[config.mk]
export PLATFORM = sky130hd
export DESIGN_NAME = n_channel_servo_ctrl
export DESIGN_NICKNAME = d
export VERILOG_FILES = /design/src/rtl/servo_pkg.sv /design/src/rtl/servo_pwm_channel.sv /design/src/rtl/n_channel_servo_ctrl.sv
export SDC_FILE = /design/constraint.sdc
export NUM_CORES = 1
export LEC_CHECK = 0
export ABC_AREA = 1
export CORE_MARGIN = 4
export CORE_UTILIZATION = 64
export DETAILED_ROUTE_END_ITERATION = 10
export GPL_TIMING_DRIVEN = 0
export MAX_ROUTING_LAYER = met4
export PLACE_DENSITY_LB_ADDON = 0.1
export SYNTH_ARGS = -nofsm -noshare
export SYNTH_HDL_FRONTEND = slang
export SYNTH_SLANG_ARGS = --single-unit
export TNS_END_PERCENT = 1
[constraint.sdc]
create_clock -name CLOCK -period 3.55 [get_ports CLOCK]
set_clock_uncertainty 0.15 [all_clocks]
set_input_delay 0.71 -clock CLOCK [delete_from_list [all_inputs] [get_ports CLOCK]]
set_output_delay 0.71 -clock CLOCK [all_outputs]
set_load 0.05 [all_outputs]
[src/rtl/servo_pkg.sv]
// Shared constants and elaboration-time helpers for the servo PWM controller.
package servo_pkg;

    localparam logic [7:0] DEFAULT_DUTY = 8'd128;

    function automatic int clog2(input int value);
        int result;
        int rem;
        result = 0;
        rem    = value - 1;
        while (rem > 0) begin
            result = result + 1;
            rem    = rem >> 1;
        end
        return result;
    endfunction

    function automatic int calc_period_cyc(input int clock_freq, input int pwm_freq);
        return clock_freq / pwm_freq;
    endfunction

    function automatic int calc_min_cyc(input int clock_freq, input int pulse_us);
        return (clock_freq / 1_000_000) * pulse_us;
    endfunction

    // Truncated so that width(255) never exceeds the nominal maximum pulse.
    function automatic int calc_step_cyc(input int clock_freq, input int min_us, input int max_us);
        return (calc_min_cyc(clock_freq, max_us) - calc_min_cyc(clock_freq, min_us)) / 255;
    endfunction

endpackage

[src/rtl/servo_pwm_channel.sv]
// One servo channel: duty register, frame-synchronous shadow width and
// registered output comparator.
module servo_pwm_channel
    import servo_pkg::*;
#(
    parameter int CW         = 20,
    parameter int PERIOD_CYC = 1_000_000,
    parameter int MIN_CYC    = 50_000,
    parameter int STEP_CYC   = 196
) (
    input  logic          clk_i,
    input  logic          rst_i,
    input  logic [CW-1:0] phase_i,
    input  logic          we_i,
    input  logic [7:0]    data_i,
    output logic          pwm_o
);

    localparam logic [CW-1:0] LAST_PHASE  = CW'(PERIOD_CYC - 1);
    localparam logic [CW-1:0] MIN_W       = CW'(MIN_CYC);
    localparam logic [CW-1:0] STEP_W      = CW'(STEP_CYC);
    localparam logic [CW-1:0] RESET_WIDTH = MIN_W + CW'(DEFAULT_DUTY) * STEP_W;

    logic [7:0]    duty_q, duty_d;
    logic [CW-1:0] width_q, width_d;
    logic [CW-1:0] target_w;
    logic          pwm_q, pwm_d;

    // The shadow samples duty_q, so a write on the wrap cycle lands a frame later.
    always_comb begin
        target_w = MIN_W + CW'(duty_q) * STEP_W;
        duty_d   = we_i ? data_i : duty_q;
        width_d  = (phase_i == LAST_PHASE) ? target_w : width_q;
        pwm_d    = (phase_i < width_q);
    end

    always_ff @(posedge clk_i) begin
        if (rst_i) begin
            duty_q  <= DEFAULT_DUTY;
            width_q <= RESET_WIDTH;
            pwm_q   <= 1'b0;
        end else begin
            duty_q  <= duty_d;
            width_q <= width_d;
            pwm_q   <= pwm_d;
        end
    end

    assign pwm_o = pwm_q;

endmodule

[src/rtl/n_channel_servo_ctrl.sv]
// N-channel 50 Hz hobby-servo PWM generator with a shared duty write port.
// Optional SERVO_PHASE_STAGGER_EN spreads channel rising edges across the frame.
module n_channel_servo_ctrl
    import servo_pkg::*;
#(
    parameter int CLOCK_FREQ    = 50_000_000,
    parameter int NO_OF_CHANNEL = 4,
    parameter int PWM_FREQ      = 50,
    parameter int MIN_PULSE_US  = 1000,
    parameter int MAX_PULSE_US  = 2000,
    localparam int ADDRESS_WIDTH = (clog2(NO_OF_CHANNEL) < 1) ? 1 : clog2(NO_OF_CHANNEL)
) (
    input  logic                     CLOCK,
    input  logic                     RESET,
    input  logic                     LOAD_SIGNAL,
    input  logic [7:0]               DUTY_CYCLE_CONTROL,
    input  logic [ADDRESS_WIDTH-1:0] SERVO_SELECTOR,
    output logic [NO_OF_CHANNEL-1:0] PWM_SIGNALS
);

    localparam int PERIOD_CYC = calc_period_cyc(CLOCK_FREQ, PWM_FREQ);
    localparam int MIN_CYC    = calc_min_cyc(CLOCK_FREQ, MIN_PULSE_US);
    localparam int STEP_CYC   = calc_step_cyc(CLOCK_FREQ, MIN_PULSE_US, MAX_PULSE_US);
    localparam int CW         = (clog2(PERIOD_CYC) < 1) ? 1 : clog2(PERIOD_CYC);
    localparam logic [CW-1:0] LAST_CNT = CW'(PERIOD_CYC - 1);

    logic [CW-1:0] cnt_q, cnt_d;

    always_comb begin
        cnt_d = (cnt_q == LAST_CNT) ? '0 : cnt_q + CW'(1);
    end

    always_ff @(posedge CLOCK) begin
        if (RESET) begin
            cnt_q <= '0;
        end else begin
            cnt_q <= cnt_d;
        end
    end

    for (genvar k = 0; k < NO_OF_CHANNEL; k++) begin : g_ch
        logic [CW-1:0] phase;
        logic          we;

`ifdef SERVO_PHASE_STAGGER_EN
        localparam int OFFSET = int'((longint'(k) * longint'(PERIOD_CYC)) / NO_OF_CHANNEL);
        logic [CW:0] sum;
        assign sum   = {1'b0, cnt_q} + (CW+1)'(OFFSET);
        assign phase = (sum >= (CW+1)'(PERIOD_CYC)) ? CW'(sum - (CW+1)'(PERIOD_CYC)) : CW'(sum);
`else
        assign phase = cnt_q;
`endif

        // Selectors at or beyond NO_OF_CHANNEL match no channel and are dropped.
        assign we = LOAD_SIGNAL && (SERVO_SELECTOR == ADDRESS_WIDTH'(k));

        servo_pwm_channel #(
            .CW         (CW),
            .PERIOD_CYC (PERIOD_CYC),
            .MIN_CYC    (MIN_CYC),
            .STEP_CYC   (STEP_CYC)
        ) u_channel (
            .clk_i   (CLOCK),
            .rst_i   (RESET),
            .phase_i (phase),
            .we_i    (we),
            .data_i  (DUTY_CYCLE_CONTROL),
            .pwm_o   (PWM_SIGNALS[k])
        );
    end

endmodule

==> reports/metrics.yaml <==
sta:
  setup_violations: 0
  final-hold-violation-count: 0
  min_period_ns: 3.40
  fmaxAchievable_ghz: 0.294
  hold_ws_ns: 0.299
  tightest_slew_ns: 0.792
  relSlewSlack_pct: 46.8
  period_share_pct: 95.7
  grt_setup_unrepaired: "true"
  drv_slew: 0
floorplan:
  die_w_um: 127
  die-area_mm2: 0.0161
  pin_count: 17
  coreArea_mm2: 0.0139
  initial_core_util_pct: 65.2
  die_h_um: 127
  num_rows: 43
routing:
  wirelength_mm: 22.1
  drt_iter0_markers: 542
  drc: 0
  post_drt_wl_per_cell_um: 15.2
  vias: 8072
  viasPerCell: 5.54
  drtPass1Iterations: 5
  ant_nets: 0
global_route:
  grt_pass1_vias: 7602
  antenna_found_initial: 0
  grt_overflow: 0
  grt_max_degree: 17
  grt_pass1_wl_mm: 36.5
  grt_use_total_pct: 29.5
pwr:
  irDropWorstVdd_mv: 0.416
  p_per_area_mw_per_mm2: 378
  p_total_mw: 3.81
  leakage_nw: 5.22
finish:
  fin_nets: 1459
  nFillCells: 1158
  layout_commonest_cell: "nand2_1"
  multi_input_area_mm2: 0.00591
  area_growth_pct: 11.4
  drive_gt1_share_pct: 6.27
  utilization_pct: 72.7
  diodes: 0
  seqCellArea_mm2: 0.00233
  post-route-cell-area_mm2: 0.0101
  final_cell_mix: "nand2_1, inv_1, ha_1"
logic_synthesis:
  synth_top_cells_by_area: "dfxtp_1, ha_1, nand2_1"
  ys_ff_latch: 116
  synth_top_area_share_pct: 25.6
  yosysUniqueCellTypes: 40
  synth_area_per_cell_um2: 7.37
  seq_area_frac_synth_pct: 25.6
  syn-instance-count: 1229
  syn_nets: 1424
  yosysWarningCount: 0
  async_reset_ff_share_pct: 0
  netlist_area_mm2: 0.00906
  synth_top_area_cell: "dfxtp_1"
  synth-main-ff-cell: "dfxtp_1"
  synth_enable_flop_cells: 0
setup_path:
  critical_path_arrival_ns: 3.56
  critPathLaunchType: "register"
  cp_max_fo: 4
  critPathKind: "reg -> reg"
  crit_required_ns: 3.72
  end_kind: "register"
clock_network:
  cts_tree: "yes"
  worstSkewPairLatency_ns: 0.43
  cts.path.max_buffers: 2
  cts_setup_buffers: 0
  cts.clk_slew.worst_paths_ns: 0.06
  numCtsBuffers: 17
  cts_max_level: 4
  cts_sinks: 116
  clockRootBuffer: "clkbuf_16"
  ctsHoldBuffers: 0
placement:
  placed_cell_area_mm2: 0.00944
  dp_hpwl_mm: 16.8
  gp_congestion: 0.897
  io_buffers: 16
run_status:
  status: "finished clean"
run:
  maxCapViolCount: 0
hold_path:
  hold_class: "reg -> reg"
power by group:
part           internal, mW  switching, mW  leakage, nW
clock                  1.18          0.636        0.298
sequential             1.33         0.0323        0.943
combinational         0.242          0.391         3.98
per-stage QoR:
stage,worst slack (ns),cells,TNS (ns)
after floorplan,0.457,1229,0
after global placement,0.100,1425,0
after detailed placement,0.0364,1425,0
after CTS,0.0608,1456,0
after global routing,-0.0348,1456,-0.0348
final,0.152,1456,0
cells by family (layout without fill, tap and decap cells):
group,after synthesis,count (layout),share of synthesized area (%)
flip-flops,116,116,25.6
buffers and inverters,206,253,9.33
AND/OR/NAND/NOR,506,506,24.1
XOR/XNOR,31,31,3.00
AO/OA/AOI/OAI,188,188,11.8
adder cells (fa/ha/maj),182,182,26.1
cells in the mapped netlist, types with 12 or more instances:
cell type	instances
nand2_1	229
dfxtp_1	116
inv_1	180
a21oi_1	77
nand3_1	78
o21a_1	14
ha_1	170
nor3_1	18
nand4_1	20
xnor2_1	14
o21ai_0	55
nor2_1	136
fa_1	12
o22ai_1	14
xor2_1	17
worst max-delay path: stages, from the launching register on:
cell and delay [ns]:
dfxtp_2 0.35, ha_1 0.32, fa_1 0.47, ha_1 0.32, ha_1 0.24, inv_1 0.08, fa_1 0.42, nand2_1 0.09
inv_1 0.07, and2_1 0.17, nor2_1 0.11, nand2_1 0.09, nor2_2 0.14, nand3_1 0.09, nand3_1 0.12, nand2_1 0.06
final timing paths:
kind | cells past startpoint | start | end | slack (ns)
hold / removal | 2 | g_ch[2].u_channel.width_q[14] | g_ch[2].u_channel.width_q[14] | 0.30
setup / recovery | 15 | g_ch[0].u_channel.duty_q[1] | g_ch[0].u_channel.width_q[14] | 0.15
setup reg to reg | 15 | g_ch[0].u_channel.duty_q[1] | g_ch[0].u_channel.width_q[14] | 0.15
hold reg to reg | 2 | g_ch[2].u_channel.width_q[14] | g_ch[2].u_channel.width_q[14] | 0.30
state kept, by name, indices dropped and copies added, names as in the netlist:
register,count
g_ch.u_channel.pwm_o,4
cnt_q,20
g_ch.u_channel.duty_q,32
g_ch.u_channel.width_q,60
layer usage:
layer / share of wire, % / GRT usage [%]
met3: 6.1 / 5.73
met2: 46 / 47.4
met4: 2.7 / 10.9
met1: 45 / 36.8
met5: 0 / -
timing repair:
item                                    CTS  global route
endpoints found under the hold margin     0             0
gates resized for setup                   1             6
endpoints found under the setup margin    1             9
area by class of cell:
cell class	count	area share, %
multi-input cells	907	58.6
clock buffers	18	4.35
clock inverters	13	1.82
well taps	180	2.23
inverters	183	6.86
repair buffers	16	1.59
flip-flops and latches	116	23.1
plain buffers	23	1.51
(Power assumes the default switching activity.)
